### src/rtl/mem_lsu.sv
`default_nettype none
// ============================================================================
// Module   : mem_lsu
// Brief    : RV32I memory-stage load/store unit; serialises loads/stores onto
//            an 8-bit shared RAM port and stalls the pipeline meanwhile.
// Revision : 1.0 - initial release
// ============================================================================
module mem_lsu (
    input  logic        clk,
    input  logic        rst,
    input  logic [6:0]  opcode_i,
    input  logic [2:0]  func3_i,
    input  logic [31:0] mem_addr_i,
    input  logic [31:0] reg2_i,
    input  logic [4:0]  wd_i,
    input  logic        wreg_i,
    input  logic [31:0] wdata_i,
    input  logic        mem_gnt_i,
    input  logic [7:0]  mem_din_i,
    output logic [4:0]  wd_o,
    output logic        wreg_o,
    output logic [31:0] wdata_o,
    output logic        mem_req_o,
    output logic [31:0] mem_a_o,
    output logic        mem_wr_o,
    output logic [7:0]  mem_dout_o,
    output logic        stallreq
);

    localparam logic [6:0] c_op_load  = 7'b0000011;
    localparam logic [6:0] c_op_store = 7'b0100011;

    typedef enum logic [1:0] {
        S_IDLE     = 2'd0,
        S_WAIT_GNT = 2'd1,
        S_XFER     = 2'd2,
        S_DONE     = 2'd3
    } state_t;

    state_t      r_state;
    logic [2:0]  r_cnt;
    logic [31:0] r_data;

    logic        w_is_load;
    logic        w_is_store;
    logic        w_is_mem;
    logic [2:0]  w_nbytes;
    logic [2:0]  w_last;
    logic [2:0]  w_cnt_m1;
    logic        w_sx;
    logic [31:0] w_ext;
    logic [31:0] w_byte_addr;

    assign w_is_load   = (opcode_i == c_op_load);
    assign w_is_store  = (opcode_i == c_op_store);
    assign w_is_mem    = w_is_load | w_is_store;
    assign w_cnt_m1    = r_cnt - 3'd1;
    assign w_sx        = ~func3_i[2];
    assign w_byte_addr = mem_addr_i + {29'd0, r_cnt};

    always_comb begin
        case (func3_i[1:0])
            2'b00:   w_nbytes = 3'd1;
            2'b01:   w_nbytes = 3'd2;
            default: w_nbytes = 3'd4;
        endcase
    end

    // Loads need one extra cycle to capture the byte returned for the last address.
    assign w_last = w_is_load ? w_nbytes : (w_nbytes - 3'd1);

    always_comb begin
        case (func3_i[1:0])
            2'b00:   w_ext = {{24{w_sx & r_data[7]}},  r_data[7:0]};
            2'b01:   w_ext = {{16{w_sx & r_data[15]}}, r_data[15:0]};
            default: w_ext = r_data;
        endcase
    end

    always_ff @(posedge clk) begin
        if (rst) begin
            r_state <= S_IDLE;
            r_cnt   <= 3'd0;
            r_data  <= 32'd0;
        end else begin
            case (r_state)
                S_IDLE: begin
                    r_cnt <= 3'd0;
                    if (w_is_mem) begin
                        r_state <= S_WAIT_GNT;
                        r_data  <= 32'd0;
                    end
                end
                S_WAIT_GNT: begin
                    if (mem_gnt_i) begin
                        r_state <= S_XFER;
                        r_cnt   <= 3'd0;
                    end
                end
                S_XFER: begin
                    r_cnt <= r_cnt + 3'd1;
                    if (w_is_load && (r_cnt != 3'd0)) begin
                        r_data[{w_cnt_m1[1:0], 3'b000} +: 8] <= mem_din_i;
                    end
                    if (r_cnt == w_last) begin
                        r_state <= S_DONE;
                    end
                end
                S_DONE: begin
                    r_state <= S_IDLE;
                    r_cnt   <= 3'd0;
                end
                default: r_state <= S_IDLE;
            endcase
        end
    end

    always_comb begin
        wd_o       = 5'd0;
        wreg_o     = 1'b0;
        wdata_o    = 32'd0;
        mem_req_o  = 1'b0;
        mem_a_o    = 32'd0;
        mem_wr_o   = 1'b0;
        mem_dout_o = 8'd0;
        stallreq   = 1'b0;
        case (r_state)
            S_IDLE: begin
                if (w_is_mem) begin
                    stallreq = 1'b1;
                end else begin
                    wd_o    = wd_i;
                    wreg_o  = wreg_i;
                    wdata_o = wdata_i;
                end
            end
            S_WAIT_GNT: begin
                mem_req_o = 1'b1;
                stallreq  = 1'b1;
            end
            S_XFER: begin
                mem_req_o = 1'b1;
                stallreq  = 1'b1;
                if (w_is_store) begin
                    mem_a_o    = w_byte_addr;
                    mem_wr_o   = 1'b1;
                    mem_dout_o = reg2_i[{r_cnt[1:0], 3'b000} +: 8];
                end else if (r_cnt < w_nbytes) begin
                    mem_a_o = w_byte_addr;
                end
            end
            S_DONE: begin
                wd_o    = wd_i;
                wreg_o  = wreg_i;
                wdata_o = w_is_load ? w_ext : 32'd0;
            end
            default: ;
        endcase
    end

endmodule
`default_nettype wire

### config.mk
export PLATFORM = sky130hd
export DESIGN_NAME = mem_lsu
export DESIGN_NICKNAME = d
export VERILOG_FILES = /design/src/rtl/mem_lsu.sv
export SDC_FILE = /design/constraint.sdc
export NUM_CORES = 1
export LEC_CHECK = 0
export CAP_MARGIN = 0
export CORE_MARGIN = 2
export CORE_UTILIZATION = 40
export DETAILED_ROUTE_END_ITERATION = 8
export PLACE_DENSITY = 0.84
export SLEW_MARGIN = 20
export SYNTH_ARGS = -nofsm -noshare
export SYNTH_HDL_FRONTEND = slang
export SYNTH_SLANG_ARGS = --single-unit
### constraint.sdc
create_clock -name clk -period 9.8 [get_ports clk]
set_clock_uncertainty 0.2 [all_clocks]
set_input_delay 2.45 -clock clk [delete_from_list [all_inputs] [get_ports clk]]
set_output_delay 2.45 -clock clk [all_outputs]
set_load 0.05 [all_outputs]
# Yosys cells after proc, flatten, opt, wreduce, memory -nomap -nowiden
# Cells that the tools add are included.
# classes
n_shift	3
multipliers	0
reduce_logical	9
muxes	30
n_div	0
bitwise	4
magnitude_cmp	1
eq_ne	11
n_addsub	5
# op_table
op	n
$mux W32	7
$pmux W32 S2	3
$add A32 B3 Y32	1
$bwmux W32	1
$shift A8 B7 Y32 const A	1
$shiftx A32 B6 Y8	1
$shiftx A8 B7 Y32	1
$mux W8	2
$pmux W5 S2	1
$pmux W3 S3	1
$ne A2 B2 Y1 const B	4
$pmux W2 S4	1
$eq A7 B2 Y1 const B	1
$eq A7 B6 Y1 const B	1
$neg A5 Y7	1
$mux W2	3
$mux W3	2
$pmux W3 S2	1
$reduce_and A3 Y1	2
$mux W1	5
$mux W5	1
$eq A2 B1 Y1 const B	2
$eq A2 B2 Y1 const B	2
$logic_not A2 Y1	2
13 further kinds	16
# totals
inputBits	123
output_inout_bits	81
latchBits	0
mem_count	0
ff_bits	37
elab_cells	66
mem_bits_rw	0
romBits	0

# Depth between registers and ports, before layout
# logic_depth
depth_word	7
ltp_mapped	10
mapped_depth_nobuf	9

# Worst setup path before layout
# Ideal clock, no wire load.
# synth_path
kind	input to output
from	input func3_i[1]
to	output mem_a_o[2]
stages	8
t_required_ps	7150
n_path_buf	0
t_arrival_ps	4636
path_slack_ps	2514
cell_sequence	inv_1 > nand2_1 > ha_1 > a21boi_0 > o21a_1 > o21ai_0 > nand2_1 > nor3_1
# synth_via
elab_chain_cells	6
word_cells_on_any_way	7
classes_between	order compare (1); eq/ne (1); mux (4); reduce/logical (1)
# synth_rtl
item	line_no	text
start, declared	12	input logic [2:0] func3_i,
$eq A2 B1 Y1 / $logic_not A2 Y1 (equally long branches)	62	case (func3_i[1:0])
$pmux W3 S2 (*)	62	
$lt A3 B3 Y1 (*)	148	end else if (r_cnt < w_nbytes) begin
$mux W32 (*)	148	
$mux W32 (*)	144	if (w_is_store) begin
$mux W32 (*)	127	case (r_state)
end, declared	24	output logic [31:0] mem_a_o,
# Every way passes the cells marked *; elsewhere a longest branch is shown, timed or not.

# Worst setup path after layout
# Ends and elaborated chain as after synthesis.

==> impl_metrics.yaml <==
sta:
  timing.fmax_mhz: 114.3
  period_share: 0.8929
  fin_tns_setup_ns: 0
  worst_slew_pin_slew_ns: 0.9199
  period_needed_ns: 8.751
  relSlewSlack: 0.3859
  rsz0062_at_grt: "false"
  finalHoldViolCount: 0
  slew_violations: 0
  finalSetupViolations: 0
clock_network:
  ctsHoldBuffers: 0
  cts.htree.levels: 2
  cts_sinks: 37
  clock-root-buffer: "clkbuf_8"
  clk_latency_ns: 0.29
  tritoncts: "yes"
  clk_pin_slew_ns: 0.07
  clk_path_buf_depth: 2
  postCtsSetupRepairBufs: 0
  cts_buffers: 5
  cts.repair.resized: 0
critical_path:
  crit_start: "func3_i[1]"
  required_ns: 7.15
  crit_type: "input pin to output pin"
  r2r-start: "r_cnt[0]"
  path_depth: 10
  rr_endpoint: "r_data[14]"
  slowest_stage: "clkdlybuf4s50_1"
  cp-end-kind: "output pin"
  start_kind: "input pin"
  crit_fanout: 31
  cp-endpoint: "mem_a_o[2]"
  cp_slowest_stage_delay_ns: 0.84
  path_cells: "clkdlybuf4s50_1 > inv_1 > nand2_1 > ha_1 > a21boi_0 > o21a_1 > o21ai_0 > nand2_1 > nor3_1 > clkdlybuf4s50_1"
  ff2ff_setup_slack_ns: 6.54
  critPathTopFamily: "buffers and inverters"
  rr_worst_depth: 8
  arrival_ns: 6.10
  crit_buf_inv: 3
route:
  drt-initial-drc-count: 288
  ant_nets: 0
  drc: 0
  drt-total-wl_um: 12330
  wire_per_inst_um: 15.67
  vias_per_cell: 5.353
  firstDrtPassIters: 4
  vias: 4213
pwr:
  vdd_drop_max_uv: 179.4
  powerDensity_mw_per_mm2: 184.9
  p_leak_nw: 1.977
grt:
  grt_overflow_total: 0
  grt_pass1_vias: 4077
  grt_pass1_wl_um: 19750
  grtUsageTotal: 0.2504
  antenna_found_initial: 0
  grt_max_degree: 39
job:
  drv_cap: 0
cells_and_area:
  most-common-layout-cells: "203 x clkdlybuf4s50_1, 71 x nor2_1, 65 x nand2_1"
  multi_input_area_mm2: 0.002585
  instances_no_fill: 787
  nFillCells: 733
  layout.nets: 819
  regArea_um2: 740.7
  diodes: 0
  syn2layout_area_growth_pct: 62.79
  layout_commonest_cell: "clkdlybuf4s50_1"
  layout-drive-gt1-share: 0.05007
placed_design:
  dpl.hpwl_um: 9842
  placedCellCount: 780
  port_buffers: 203
  place.gp.congestion: 0.9464
logic_synthesis:
  ys.flop_type: "dfxtp_1"
  synth-seq-cells: 37
  ys_seq_area_frac: 0.2130
  synth_cell_types: 50
  syn_area_per_cell_um2: 7.067
  synth-warning-count: 0
  synthArstFlopShare: 0
  synth_edf_count: 0
  synthCells: 492
  synth_area_mm2: 0.003477
  syn_nets: 632
die:
  die-area_mm2: 0.009455
  dieWidth_um: 97.24
  initial_core_util: 0.4046
  die_height_um: 97.24
  core-area_mm2: 0.008593
  rows: 34
  pin_count: 204
outcome:
  status: "completed"
hold_path:
  hold_path.class: "flip-flop to flip-flop"
## per-layer routing
metal | global-route usage | vias up | part of all wire
met5 | 0 | - | 0
li1 | - | 2073 | -
met3 | 0.03957 | 21 | 0.067
met1 | 0.2913 | 1940 | 0.39
met2 | 0.4754 | 179 | 0.52
met4 | 0.06410 | 0 | 0.020
## cell usage after synthesis, drive strengths merged, types with 5 or more instances
library cell	instances	area, um^2
and3	6	37.54
nand4	6	37.54
dfxtp	37	740.7
xnor2	14	122.6
nor2	74	295.3
nand3	34	170.2
a21oi	66	337.8
mux4	8	180.2
buf	6	36.28
ha	16	200.2
inv	12	45.04
nand2	66	250.2
o21ai	20	107.6
nor2b	16	100.1
a22oi	13	97.59
and4	5	43.79
nor3	7	46.30
clkbuf	19	71.32
xor2	18	157.7
nand2b	15	93.84
and2	9	56.30
## report_power, final
group	internal, mW	total [mW]	leakage (nW)	switching [mW]
sequential	0.153	0.157	0.298	0.00432
clock	0.0739	0.127	0.0540	0.0534
combinational	0.262	0.762	1.63	0.500
## worst min-delay path by stage
stage,startpoint,to,slack [ns],cells after the start
finish,r_data[30],r_data[30],0.25,2
global route,r_data[20],r_data[20],0.27,2
CTS,r_data[21],r_data[21],0.25,2
detailed placement,r_data[21],r_data[21],0.24,2
global placement,r_data[17],r_data[17],0.24,2
floorplan,r_data[16],r_data[16],0.23,2
## metrics by stage
stage	power, mW	utilization	hold WS (ns)	cell area (um^2)	worst slack, ns
floorplan	0.6584	-	0.2287	3477	2.514
global placement	0.9155	0.6463	0.2356	5554	1.194
detailed placement	0.9221	0.6463	0.2411	5554	1.086
CTS	1.049	0.6584	0.2510	5658	1.080
global route	1.089	0.6587	0.2718	5660	0.7138
finish	1.047	0.6587	0.2500	5660	1.049
## registers in the layout, indices dropped and copies added (netlist names)
name	count
r_cnt	3
r_state	2
r_data	32
## area by class of cell
class / instances / share of cell area
Inverter: 13 / 0.008621
Multi-Input combinational cell: 417 / 0.4567
Tap cell: 108 / 0.02387
Timing Repair Buffer: 205 / 0.3616
Clock buffer: 5 / 0.01216
Clock inverter: 2 / 0.006189
Sequential cell: 37 / 0.1309
## worst register-to-register path, cell delays in order, from the launching register on
cell and delay [ns]:
dfxtp_1 0.93, inv_1 0.28, ha_1 0.28, nor2b_1 0.13, nor3b_1 0.31, o21ai_2 0.18
a21oi_2 0.47, nand3_1 0.21, a21oi_1 0.20
## cells by family after synthesis
family                     share of synthesized area
and+or+nand+nor                               0.3559
muxes                                        0.05757
xor gates and xnor gates                     0.08060
adders and majority gates                    0.06333
AOI/OAI and AO/OA                             0.1846
DFF                                           0.2130
buffers and inverters                        0.04498
No activity file was read; power rests on OpenSTA's default activity.
